File: src/rtl/button_bounce_gen.sv
// Mechanical-switch emulator: turns a clean commanded level into a bouncing,
// LFSR-timed button signal so a downstream debouncer sees reproducible glitches.
module button_bounce_gen #(
   parameter int          BOUNCE_LEN  = 1000,
   parameter int          TOGGLE_LOG2 = 4,
   parameter logic [15:0] SEED        = 16'hACE1
) (
   input  logic       clk,
   input  logic       reset,
   input  logic       level_in,
   input  logic       enable,
   output logic       button_out,
   output logic       busy,
   output logic [7:0] toggles
);

   localparam int WW = (BOUNCE_LEN > 2) ? $clog2(BOUNCE_LEN) : 1;
   localparam int IW = TOGGLE_LOG2 + 1;
   localparam logic [WW-1:0] WIN_RELOAD = WW'(BOUNCE_LEN - 1);

   typedef enum logic {IDLE, BOUNCE} state_t;

   state_t        state_q, state_d;
   logic [15:0]   lfsr_q, lfsr_d;
   logic [WW-1:0] window_q, window_d, win_nxt;
   logic [IW-1:0] interval_q, interval_d, iv_dec, iv_reload;
   logic          target_q, target_d;
   logic          button_q, button_d;
   logic          busy_q, busy_d;
   logic [7:0]    tog_q, tog_d, tog_inc;

   always_comb begin
      state_d    = state_q;
      window_d   = window_q;
      interval_d = interval_q;
      target_d   = target_q;
      button_d   = button_q;
      busy_d     = busy_q;
      tog_d      = tog_q;

      // Galois, shift right, taps x^16+x^14+x^13+x^11+1
      lfsr_d    = {1'b0, lfsr_q[15:1]} ^ (lfsr_q[0] ? 16'hB400 : 16'h0000);
      iv_reload = IW'(lfsr_q[TOGGLE_LOG2-1:0]) + IW'(1);
      iv_dec    = interval_q - IW'(1);
      tog_inc   = (tog_q == 8'hFF) ? tog_q : tog_q + 8'd1;
      // A commanded change mid-window restarts the window but not the interval.
      win_nxt   = (level_in != target_q) ? WIN_RELOAD : window_q - WW'(1);

      case (state_q)
         IDLE: begin
            if (!enable) begin
               button_d = level_in;
               target_d = level_in;
            end else if (level_in != button_q) begin
               target_d   = level_in;
               button_d   = level_in;
               window_d   = WIN_RELOAD;
               interval_d = iv_reload;
               tog_d      = 8'd1;
               busy_d     = 1'b1;
               state_d    = BOUNCE;
            end
         end
         BOUNCE: begin
            if (!enable) begin
               button_d = level_in;
               target_d = level_in;
               busy_d   = 1'b0;
               state_d  = IDLE;
            end else begin
               target_d   = level_in;
               window_d   = win_nxt;
               interval_d = iv_dec;
               if (win_nxt == '0) begin
                  button_d = target_q;
                  busy_d   = 1'b0;
                  state_d  = IDLE;
                  if (button_q != target_q) tog_d = tog_inc;
               end else if (iv_dec == '0) begin
                  button_d   = ~button_q;
                  tog_d      = tog_inc;
                  interval_d = iv_reload;
               end
            end
         end
         default: state_d = IDLE;
      endcase
   end

   always_ff @(posedge clk or posedge reset) begin
      if (reset) begin
         state_q    <= IDLE;
         lfsr_q     <= SEED;
         window_q   <= '0;
         interval_q <= '0;
         target_q   <= 1'b0;
         button_q   <= 1'b0;
         busy_q     <= 1'b0;
         tog_q      <= 8'd0;
      end else begin
         state_q    <= state_d;
         lfsr_q     <= lfsr_d;
         window_q   <= window_d;
         interval_q <= interval_d;
         target_q   <= target_d;
         button_q   <= button_d;
         busy_q     <= busy_d;
         tog_q      <= tog_d;
      end
   end

   assign button_out = button_q;
   assign busy       = busy_q;
   assign toggles    = tog_q;

endmodule

File: config.mk
export PLATFORM = sky130hd
export DESIGN_NAME = button_bounce_gen
export DESIGN_NICKNAME = d
export VERILOG_FILES = /design/src/rtl/button_bounce_gen.sv
export SDC_FILE = /design/constraint.sdc
export NUM_CORES = 1
export LEC_CHECK = 0
export ABC_AREA = 1
export CAP_MARGIN = 20
export CORE_ASPECT_RATIO = 0.7
export CORE_MARGIN = 2
export CORE_UTILIZATION = 25
export DETAILED_ROUTE_END_ITERATION = 10
export HOLD_SLACK_MARGIN = 0.1
export PLACE_DENSITY = 0.42
export SYNTH_ARGS = -nofsm -noshare
export SYNTH_HDL_FRONTEND = slang
export SYNTH_SLANG_ARGS = --single-unit
File: constraint.sdc
create_clock -name clk -period 5.2 [get_ports clk]
set_clock_uncertainty 0.2 [all_clocks]
set_input_delay 1.04 -clock clk [delete_from_list [all_inputs] [get_ports clk]]
set_output_delay 1.04 -clock clk [all_outputs]
set_load 0.005 [all_outputs]
==> metrics <==
status finished, final reports clean; CP required 5180 ps; H-tree depth 2; first-pass GRT wire length 8.56 mm; max-slew violations 0; initial antenna violation count 0; crit path max fanout 11; TritonCTS Sinks 43; Inserted Clock Buffers 5; Core Util, Final 30.5%; Post-synth EDFFs 0; cell area after synthesis 0.00231 sq mm; Reg2Reg Depth 7; Top FF cell, synth dfrtp_1; Detailed Routing Iterations Pass 1 4; top cells by area, synth dfrtp_1 38%, nand2_1 11%, dfstp_2 9.1%; placed cells 408; Die Wd 119 microns; # setup viols final 0; unrepaired setup endpoints after global routing false; die area 0.0100 sq mm; layout cells sized above 1 13.4%; sequential share of the synthesized area 47.1%; Syn Area/Cell 8.39 sq um; hold depth 0; Multi-input gate area 0.00107 sq mm; Mapped Nets 284; VDD IR-drop max 0.000137 V; final hold viol count 0; clock root cell clkbuf_16; FILL cells 1001; WL/cell 12.1 microns; Async S/R FF share, synth 100%; Setup TNS 0 ps; Hold Path Class flop to flop; DIE HEIGHT 84.4 microns; crit end category flop; ANT nets after route 0; worst-skew pair later-pin latency 290 ps; cell taking the most area after synthesis dfrtp_1; Layout Cells excl Fill 416; Max Cap Viol 0; critical path data arrival time 2950 ps; fin nets 300; fin crit share 57.1%; num rows 29; IO Port Bufs 13; vias in the first global route 1655; CTS tree done; Critical Path Start Type input port; Worst Max-Slew Pin Slew 941 ps; I/O pin total 14; power per cell area 410 mW/mm^2; pin count of the biggest net entering global routing 44; Seq. cell area 0.00109 sq mm; hpwl dp 3.56 mm; Via density 4.30; FF+latch count, synth 43; max frequency 0.337 GHz; slew margin rel. 37.3%; static leakage 1.22 nW; Cells after Synth 275; post-route minimum period 2970 ps; Detailed Route WL 5.02 mm; Clock Pin Slew Worst Setup and Hold Paths 70 ps; Initial Util 25.6%; Placer Congestion 0.796; core area 0.00900 sq mm; hold_buf cts 0; vias post-DR 1789; Global Route Usage Sum 10.9%; CTS resizes 0; top cell type's share of synthesized area 38.0%; number of post-CTS setup repair buffers 0; DR DRC count 0; CTS max path bufs 2; Distinct cells, synth 30; grt total ovfl 0; synth warn 0; Setup CP Type input port to flop; n_diodes 0; initial drt markers 100; Area growth, synth to finish 19.0%
-- per-stage QoR --
stage | setup slack, ps | area [sq um] | power (W) | hold slack [ps]
after floorplan | 2780 | 2310 | 0.000661 | 131
after global placement | 1950 | 2570 | 0.000768 | 137
after detailed placement | 1920 | 2570 | 0.000765 | 139
after CTS | 2230 | 2750 | 0.00114 | 155
after global routing | 2070 | 2750 | 0.00121 | 161
final | 2230 | 2750 | 0.00113 | 151
-- Yosys cell counts (2+ instances only) --
cell     count
nand2_2      4
buf_2        3
ha_1         5
nor3_1       3
dfstp_2      8
o32ai_1      2
a32oi_1      2
nor2_1      24
nor2_4       2
o21ai_1      2
nand3_4      3
nor2_2       6
xnor2_1      4
nand4_1     12
inv_2        4
dfrtp_1     35
a21oi_1     10
xor2_1      11
inv_1       31
nand3_1     22
nand2_1     70
o21ai_0      4
-- report_power, final --
part | leakage [nW] | internal (W) | total (W) | switching, W
Clock | 0.0804 | 0.000228 | 0.000371 | 0.000142
Sequential | 0.511 | 0.000381 | 0.000442 | 0.0000614
Combinational | 0.633 | 0.000122 | 0.000314 | 0.000192
-- worst max-delay path, stage by stage --
cell             delay [ps]
clkdlybuf4s50_1         580
xnor2_1                 120
nand2_1                  60
nand2_1                 280
a41oi_2                 540
nand3_4                 180
nand2_1                  90
nand2_1                  50
-- area by class of cell --
cell class	instances	share of cell area [%]
flip-flops and latches	43	39.6
inverters	36	4.92
clock buffers	5	4.56
multi-input cells	192	38.9
well taps	124	5.65
clock inverters	3	1.69
repair buffers	13	4.74
-- state kept, by name, summed over array words and instances (netlist names) --
signal      cells
lfsr_q         16
window_q       10
toggles         8
interval_q      5
busy            1
button_out      1
state_q         1
target_q        1
-- placed cells by master, fill, tap and decap left out, types with 6 or more instances in the layout --
cell type         n
xor2_1           11
a21oi_1          10
nor2_1           24
nor2_2            6
nand3_1          22
dfrtp_1          35
clkdlybuf4s50_1  13
dfstp_2           8
nand2_1          70
nand4_1          12
inv_1            30
-- final timing paths --
path / startpoint / endpoint / slack, ps
worst max-delay path: level_in / toggles[5] / 2230
worst min-delay path: lfsr_q[9] / lfsr_q[8] / 150
worst max register to register: state_q / toggles[5] / 2400
worst min register to register: lfsr_q[9] / lfsr_q[8] / 150
max in group asynchronous: reset / button_out / 3130
min in group asynchronous: reset / lfsr_q[14] / 1070
-- cell families (layout without fill, tap and decap cells) --
family / after synthesis / count (layout) / synth area share [%]
AOI/OAI and AO/OA: 23 / 23 / 6.35
xor gates and xnor gates: 15 / 15 / 5.69
adders and majority gates: 5 / 5 / 2.71
buffers and inverters: 40 / 57 / 6.67
DFF: 43 / 43 / 47.1
and+or+nand+nor: 149 / 149 / 31.5
-- routing by layer --
layer	wire, microns	vias to the layer above	part of all wire [%]	GRT usage [%]
li1	-	923	-	-
met1	2780	835	55	16.7
met2	1970	26	39	14.5
met3	219	5	4.4	3.40
met4	43	0	0.86	2.60
met5	0	-	0	0
No activity file was read; power rests on OpenSTA's default activity.
